### config.mk
export PLATFORM = sky130hd
export DESIGN_NAME = lock_monitor
export DESIGN_NICKNAME = d
export VERILOG_FILES = /design/src/rtl/lock_monitor.sv
export SDC_FILE = /design/constraint.sdc
export NUM_CORES = 1
export LEC_CHECK = 0
export BUFFER_PORTS_ARGS = -buffer_cell sky130_fd_sc_hd__buf_2
export CAP_MARGIN = 20
export CELL_PAD_IN_SITES_DETAIL_PLACEMENT = 0
export CELL_PAD_IN_SITES_GLOBAL_PLACEMENT = 1
export CORE_ASPECT_RATIO = 1.25
export CORE_MARGIN = 2
export CORE_UTILIZATION = 47
export CTS_CLUSTER_DIAMETER = 120
export DETAILED_ROUTE_END_ITERATION = 6
export PLACE_DENSITY = 0.93
export SLEW_MARGIN = 20
export SYNTH_ARGS = -nofsm -noshare
export SYNTH_HDL_FRONTEND = slang
export SYNTH_SLANG_ARGS = --single-unit
### constraint.sdc
create_clock -name clock_in -period 4.9 [get_ports clock_in]
set_clock_uncertainty 0.1 [all_clocks]
set_input_delay 0.98 -clock clock_in [delete_from_list [all_inputs] [get_ports clock_in]]
set_output_delay 0.98 -clock clock_in [all_outputs]
set_load 0.01 [all_outputs]
### src/rtl/lock_monitor.sv
// PLL lock monitor: synchronizes `locked`, waits for a stable window, releases reset.
// Optional build macro LOCK_MONITOR_GLITCH_FILTER_EN: in RUN, ignore lock drops shorter than 4 cycles.
module lock_monitor #(
    parameter int STABLE_CYCLES = 1024,
    parameter int SYNC_STAGES   = 2
) (
    input  logic       clock_in,
    input  logic       reset_n,
    input  logic       locked,
    output logic       rst_out_n,
    output logic       ready,
    output logic [1:0] state,
    output logic [7:0] lock_lost_count
);

    localparam int CW = $clog2(STABLE_CYCLES + 1);
    localparam logic [CW-1:0] LAST = CW'(STABLE_CYCLES - 1);

    typedef enum logic [1:0] {
        WAIT_LOCK = 2'd0,
        STABILIZE = 2'd1,
        RUN       = 2'd2,
        FAULT     = 2'd3
    } state_t;

    state_t cur;
    state_t nxt;

    logic [SYNC_STAGES-1:0] sync_q;
    logic                   lock_s;
    logic [CW-1:0]          cnt;
    logic [CW-1:0]          cnt_nxt;
    logic                   loss;

    // Metastability chain for the asynchronous lock indicator.
    always_ff @(posedge clock_in or negedge reset_n) begin
        if (!reset_n) begin
            sync_q <= '0;
        end else begin
            sync_q <= {sync_q[SYNC_STAGES-2:0], locked};
        end
    end

    assign lock_s = sync_q[SYNC_STAGES-1];

`ifdef LOCK_MONITOR_GLITCH_FILTER_EN
    logic [1:0] flt;
    logic [1:0] flt_nxt;

    // Loss only after four consecutive low cycles in RUN; any high clears the count.
    always_comb begin
        flt_nxt = 2'd0;
        loss    = 1'b0;
        if (cur == RUN && !lock_s) begin
            if (flt == 2'd3) begin
                loss = 1'b1;
            end else begin
                flt_nxt = flt + 2'd1;
            end
        end
    end

    // Filter run-length register.
    always_ff @(posedge clock_in or negedge reset_n) begin
        if (!reset_n) begin
            flt <= 2'd0;
        end else begin
            flt <= flt_nxt;
        end
    end
`else
    // Any single low cycle in RUN is a loss.
    always_comb begin
        loss = (cur == RUN) && !lock_s;
    end
`endif

    // Next-state and stabilize-counter logic.
    always_comb begin
        nxt     = cur;
        cnt_nxt = '0;
        unique case (cur)
            WAIT_LOCK: begin
                if (lock_s) nxt = STABILIZE;
            end
            STABILIZE: begin
                if (!lock_s) begin
                    nxt = WAIT_LOCK;
                end else if (cnt == LAST) begin
                    nxt = RUN;
                end else begin
                    cnt_nxt = cnt + 1'b1;
                end
            end
            RUN: begin
                if (loss) nxt = FAULT;
            end
            FAULT: begin
                nxt = WAIT_LOCK;
            end
            default: begin
                nxt = WAIT_LOCK;
            end
        endcase
    end

    // State and counter registers.
    always_ff @(posedge clock_in or negedge reset_n) begin
        if (!reset_n) begin
            cur <= WAIT_LOCK;
            cnt <= '0;
        end else begin
            cur <= nxt;
            cnt <= cnt_nxt;
        end
    end

    // Registered reset release and ready, both tied to entering RUN.
    always_ff @(posedge clock_in or negedge reset_n) begin
        if (!reset_n) begin
            rst_out_n <= 1'b0;
            ready     <= 1'b0;
        end else begin
            rst_out_n <= (nxt == RUN);
            ready     <= (nxt == RUN);
        end
    end

    // Saturating loss counter, bumped on the edge that enters FAULT.
    always_ff @(posedge clock_in or negedge reset_n) begin
        if (!reset_n) begin
            lock_lost_count <= 8'd0;
        end else if (cur == RUN && loss && lock_lost_count != 8'hFF) begin
            lock_lost_count <= lock_lost_count + 8'd1;
        end
    end

    assign state = cur;

endmodule

# Word level (Yosys, flattened, before mapping)
# Cells that the tools add are included.
[totals]
inputBits = 3
reg_bits = 24
elab_cells = 26
[classes]
muxes = 8
add_sub_neg = 2
reduce_logical = 5
n_eq_ne = 6
[ops]
columns = ["op", "n"]
rows = [
  ["11-bit two-way mux", 3],
  ["11-bit by 1-bit adder with 11-bit output (second input constant)", 1],
  ["11-bit by 10-bit equality test with 1-bit output (second input constant)", 1],
  ["8-bit by 1-bit adder with 8-bit output (second input constant)", 1],
  ["2-bit two-way mux", 4],
  ["8-bit != test (second input constant)", 1],
  ["2-bit one-hot mux with 4 select lines", 1],
  ["2-bit equality test (second input constant)", 3],
  ["1-bit logical AND", 3],
  ["2-bit by 1-bit equality test with 1-bit output (second input constant)", 1],
  ["2-bit logical NOT", 1],
  ["1-bit logical NOT", 1],
]

# Logic depth before layout (Yosys ltp)
# Gate-level depths: netlist of the first run.
[depth]
depth_word = 5
depth_mapped = 4
depth_no_buf = 4

# Worst setup path before layout of the first run
# No wires, ideal clock.
[synth_path]
path_type = "register to register"
startpoint = "register lock_lost_count[0]"
endpoint = "register lock_lost_count[1]"
t_arrival_ns = 1.457
setup_ns = 0.125
required_ns = 4.675
period_less_slack_ns = 1.682
slack_ns = 3.218
path_stages_with_launch = 5
cell_sequence = "dfrtp_1 ha_1 nand4_1 o21ai_0 mux2_2"
[synth_via]
elab_chain_len = 2
elab_cells_between_ends = 3
cone_classes = "add/sub: 1; eq/ne: 1; reduce/logical: 1"
[synth_rtl]
columns = ["element", "line_no", "text"]
rows = [
  ["from (decl)", "13", "output logic [7:0] lock_lost_count"],
  ["from (signal assigned)", "134", "lock_lost_count <= lock_lost_count + 8'd1;"],
  ["parallel branches: the longest is 2 deep, another holds 8-bit by 1-bit adder with 8-bit output", "n/a", ""],
]
# Parallel ways; which one is timed is not known.
# A chain may end at the register's enable or synchronous reset.

# Worst setup path in the final report of the first run
[layout_path]
startpoint = "register lock_lost_count[2]"
endpoint = "output lock_lost_count[2]"
# No word-level cell between the ends.

==> results.toml, run 1 <==
[layout]
area_growth_pct = 11.9
n_fill_cell = 204
antenna_cells = 0
final_area_um2 = 1260
fin_nets = 121
fin_util_pct = 56.4
drive_gt1_share_pct = 22.6

[power_and_ir_drop]
p_sw_share_pct = 22.3
power_frac_seq_pct = 63.7
power_density_nw_per_um2 = 256
ir_worst_vdd_mv = 0.188
comb_power_share_pct = 4.0
power.net_switching_uw = 71.8
p_int_uw = 251
leakage_uw = 0.000530
clock_power_share_pct = 32.3

[critical_path]
cp-end-kind = "output port"
path_class = "reg2out"
crit_fanout = 7
critPathBufInv = 1
crit_cells = 1
worstPathRequired_ps = 3820
crit_arrival_ps = 970
slowest_stage = "dfrtp_1"
worstPathCellList = "buf_2"
start_kind = "flop"
reg2regPathDepth = 4
critPathMaxStageDelay_ps = 470
crit_family = "flip-flops"

[yosys]
syn_area_um2 = 1130
netlist.area_leader.share_pct = 53.3
syn-instance-count = 99
ys.flop_type = "dfrtp_1"
synth_seq_cells = 24
yosysMostFrequentCell = "dfrtp_1"
avgSynthCellArea_um2 = 11.4
synth_cell_types = 31
synth-edff-count = 0
synth_common_cells = "dfrtp_1, nand2_1, nor3_1, xnor2_1"
syn_nets = 104
ys_seq_area_share_pct = 53.3
synth_top_cell_by_area = "dfrtp_1"
ys_top_cells_by_area = "dfrtp_1, xnor2_1, mux2_2"
ys.warnings.count = 0
synthArstFlopShare_pct = 100

[place]
dpl.hpwl_um = 1470
placed_cell_area_um2 = 1220
dp_slack_ps = 3120
routabilityCongestion = 0.692
port_buffers = 14

[sta]
finalSetupViolCount = 0
hold_violations = 0
worst_slew_margin_rel_pct = 62.9
fin_crit_sh_pct = 41.7
tns_ps = 0
rsz0062_at_grt = "false"
hold_ws_ps = 262
fin_crit_ps = 2050
worst_pin_slew_ps = 553
fmax_mhz = 489
layout_setup_ws_ps = 2850
final-max-slew-violation-count = 0

[grt]
antenna_found_initial = 0
overflow = 0
grt_pass1_wl_um = 3620
grt.total_usage_pct = 18.2
grt_pass1_vias = 821
grt_max_degree = 25

[floorplanning]
rows = 19
die_x_um = 47.8
die_h_um = 58.8
coreArea_um2 = 2230
pin_count = 15
die-area_um2 = 2810
start_util_pct = 50.4

[min_path]
min_path_type = "reg2reg"
whs_path_depth = 0

[cts]
clk-insertion-delay-late_ps = 320
tritoncts = "built"
h-tree-depth = 1
cts_buffers = 3
cts.sinks = 24
root_buffer = "clkbuf_4"
holdBufCountCts = 0
clkTransAtPathRegs_ps = 130
post-cts-setup-buffers = 0
cts_resized = 0
cts_max_path_buffers = 2

[routing]
drt-total-wl_um = 2050
drc = 0
wl_per_cell_um = 14.1
vias_per_cell = 5.68
drt_pass1_iterations = 4
antenna_left = 0
initialDrtViolationCount = 13
vias = 829

[run_status]
outcome = "finished, final reports clean"

[run]
max_cap_violations = 0
## logic make-up after synthesis
logic type	after synthesis	share of synthesized area [%]
DFF	24	53.3
AOI/OAI and AO/OA	17	9.99
muxes	4	4.00
adders and majority gates	2	2.22
and+or+nand+nor	40	22.6
xor gates and xnor gates	8	6.22
buffers and inverters	4	1.66
## placed cells by master, fill, tap and decap left out, drive strengths merged, types with 3 or more instances in the layout
master	count
dfrtp	24
nand4	4
o31ai	3
o21ai	4
nor3	7
a211oi	4
clkbuf	4
mux2	4
or4	4
nor3b	3
nand2	8
nand3	5
xnor2	7
buf	14
o211ai	3
## layer usage
metal	GRT usage, %	share of wire (%)	vias to the layer above
met5	0	0	-
met2	29.3	53	18
met3	3.99	3.4	4
met4	10.4	1.3	0
met1	21.4	42	401
li1	-	-	406
## power by group through the flow
| stage | Clock, uW | Sequential (uW) | Combinational, uW |
|---|---|---|---|
| global route | 116 | 206 | 15.1 |
| global placement | 0 | 209 | 13.2 |
| floorplan | 0 | 209 | 6.04 |
| finish | 104 | 206 | 12.9 |
| detailed placement | 0 | 209 | 13.7 |
| CTS | 107 | 205 | 13.6 |
## sequential cells by signal, summed over array words and instances, names as in the netlist
name and cells:
cnt 11, lock_lost_count 8, state 2, sync_q 2, ready 1
## metrics by stage
stage	power, uW	std cells
4_1_cts	326	146
2_1_floorplan	215	99
3_3_place_gp	222	142
6_report	323	146
3_5_place_dp	223	142
5_1_grt	338	146
## final timing paths
| kind | start | endpoint | slack, ps |
|---|---|---|---|
| worst max-delay path | lock_lost_count[2]$_DFFE_PN0P_ | lock_lost_count[2] | 2850 |
| worst min-delay path | sync_q[0]$_DFF_PN0_ | sync_q[1]$_DFF_PN0_ | 260 |
| worst max register to register | lock_lost_count[0]$_DFFE_PN0P_ | lock_lost_count[1]$_DFFE_PN0P_ | 3080 |
| worst min register to register | sync_q[0]$_DFF_PN0_ | sync_q[1]$_DFF_PN0_ | 260 |
| max in group asynchronous | reset_n | lock_lost_count[5]$_DFFE_PN0P_ | 3830 |
| min in group asynchronous | reset_n | lock_lost_count[4]$_DFFE_PN0P_ | 510 |
## area by class of cell
class                   instances  area [um2]  area share, %
clock buffers                   4        36.3           2.88
inverters                       2        7.51          0.595
multi-input cells              71         508           40.3
flip-flops and latches         24         601           47.6
well taps                      31        38.8           3.08
repair buffers                 14        70.1           5.56
(Power assumes the default switching activity.)
==> run 2: changes to the inputs <==
--- a/config.mk
+++ b/config.mk
@@ -11,10 +11,10 @@
 export CELL_PAD_IN_SITES_GLOBAL_PLACEMENT = 1
 export CORE_ASPECT_RATIO = 1.25
 export CORE_MARGIN = 2
-export CORE_UTILIZATION = 47
+export CORE_UTILIZATION = 39
 export CTS_CLUSTER_DIAMETER = 120
 export DETAILED_ROUTE_END_ITERATION = 6
-export PLACE_DENSITY = 0.93
+export PLACE_DENSITY = 0.84
 export SLEW_MARGIN = 20
 export SYNTH_ARGS = -nofsm -noshare
 export SYNTH_HDL_FRONTEND = slang
==> constraint.sdc (replaced) <==
create_clock -name clock_in -period 1.7 [get_ports clock_in]
set_clock_uncertainty 0.1 [all_clocks]
set_input_delay 0.34 -clock clock_in [delete_from_list [all_inputs] [get_ports clock_in]]
set_output_delay 0.34 -clock clock_in [all_outputs]
set_load 0.01 [all_outputs]
==> run 2 against run 1 <==
  * Clock-buffer cell count shrank 1
  * Power grew to 3.3 times the previous value
  * Register-to-register slack lost 3000 ps
  * Global-route usage shrank 2.4 points
  * Die area grew 19%
  * Via count grew 9.4%
  * First-iteration DRC count grew 140%
  * Hold slack gained 4.4 ps
  * Sequential share of layout area shrank 4.5 points
  * Combinational power grew to 4.6 times the previous value
  * Cell count grew 11%
  * Routed wire length grew 13%
  * Largest cell class unchanged
  * Largest power group unchanged
  * Highest routed layer unchanged
==> results.toml, run 2 (synthesis results as in run 1) <==
[run_status]
outcome = "finished, final reports clean"

[grt]
antenna_found_initial = 0
grt_pass1_vias = 872
grt.total_usage_pct = 15.8
grt_pass1_wl_um = 3950
grt_max_degree = 25
overflow = 0

[critical_path]
crit_arrival_ps = 1760
cp-end-kind = "flop"
path_class = "reg2reg"
start_kind = "flop"
worstPathRequired_ps = 1820
crit_fanout = 3

[cts]
cts.sinks = 24
tritoncts = "built"
cts_max_path_buffers = 2
cts_buffers = 3
h-tree-depth = 1
clkTransAtPathRegs_ps = 140
clk-insertion-delay-late_ps = 320
root_buffer = "clkbuf_4"

[routing]
antenna_left = 0
initialDrtViolationCount = 31
wl_per_cell_um = 14.4
vias = 907
drt_pass1_iterations = 4
drt-total-wl_um = 2330
vias_per_cell = 5.60
drc = 0

[layout]
top_register = "cnt"
layout_common_cells = "dfrtp_1, buf_2, buf_4"
area_growth_pct = 23.8
layout_commonest_cell = "dfrtp_1"
largest_register_ff_count = 11
drive_gt1_share_pct = 30.5
final_area_um2 = 1400
fin_nets = 134
reg_top3 = "cnt: 11 flops, lock_lost_count: 8 flops"
antenna_cells = 0

[floorplanning]
start_util_pct = 41.7
pin_count = 15
rows = 21
die_x_um = 52.1
die-area_um2 = 3340
coreArea_um2 = 2710
die_h_um = 64.1

[place]
placed_cell_area_um2 = 1310
routabilityCongestion = 0.711
port_buffers = 14
dpl.hpwl_um = 1690

[run]
max_cap_violations = 0

[sta]
hold_violations = 0
rsz0062_at_grt = "false"
tns_ps = 0
fmax_mhz = 609
fin_crit_ps = 1640
worst_pin_slew_ps = 530
final-max-slew-violation-count = 0
fin_crit_sh_pct = 96.6
finalSetupViolCount = 0
worst_slew_margin_rel_pct = 64.7

[power_and_ir_drop]
power_density_nw_per_um2 = 758
leakage_uw = 0.000595
ir_worst_vdd_mv = 0.429

[min_path]
min_path_type = "reg2reg"
-- run 2: cell types whose count changed in the layout (fill, tap and decap cells not counted), sizes merged --
cell,delta
buf,+11
dlygate4sd3,+2
bufinv,+1
clkbuf,-1
-- run 2: path summary, 6_finish.rpt --
kind                                                        to  slack (ps)           startpoint  cells after the start
worst min register to register             sync_q[1]$_DFF_PN0_         270  sync_q[0]$_DFF_PN0_                      0
worst min-delay path                       sync_q[1]$_DFF_PN0_         270  sync_q[0]$_DFF_PN0_                      0
max in group asynchronous                     cnt[2]$_DFF_PN0_         680              reset_n                      2
worst max register to register  lock_lost_count[7]$_DFFE_PN0P_          60  sync_q[1]$_DFF_PN0_                      3
worst max-delay path            lock_lost_count[7]$_DFFE_PN0P_          60  sync_q[1]$_DFF_PN0_                      3
min in group asynchronous                  sync_q[0]$_DFF_PN0_         430              reset_n                      2
-- run 2: critical path, stage by stage, from the launching register on --
cell and delay, ps:
dfrtp_1 410, or3b_1 420, nor4_1 260, mux2_2 360
-- run 2: metal layers --
layer | GRT usage, % | vias up | wire length, um
li1 | - | 434 | -
met2 | 28.5 | 12 | 1280
met5 | 0 | - | 0
met4 | 5.92 | 0 | 19
met1 | 18.4 | 459 | 973
met3 | 2.10 | 2 | 55
-- run 2: cell type report --
cell class	instances	area [um2]
inverters	2	7.51
multi-input cells	71	518
fillers	261	1310
repair buffers	27	173
clock buffers	3	22.5
flip-flops and latches	24	602
well taps	34	42.5
clock inverters	1	30.0
-- run 2: per-stage QoR --
stage	instances	hold WS (ps)	util [%]	worst slack, ps	total power, uW
global placement	156	240	48.5	104	653
finish	162	266	51.5	58.3	1060
floorplan	99	-55.6	-	18.5	621
CTS	161	8.42	50.8	49.5	1070
global route	162	274	51.5	4.26	1100
detailed placement	156	236	48.5	51.8	655
-- run 2: repair_timing --
item	CTS	global route
setup buffers	0	0
gates resized for setup	0	4
hold endpoints to repair	24	1
hold buffers	1	1
endpoints found under the setup margin	0	7
-- run 2: where the power goes --
| group | switching (uW) | internal (uW) |
|---|---|---|
| clock | 172 | 238 |
| sequential | 6.97 | 581 |
| combinational | 35.7 | 23.8 |
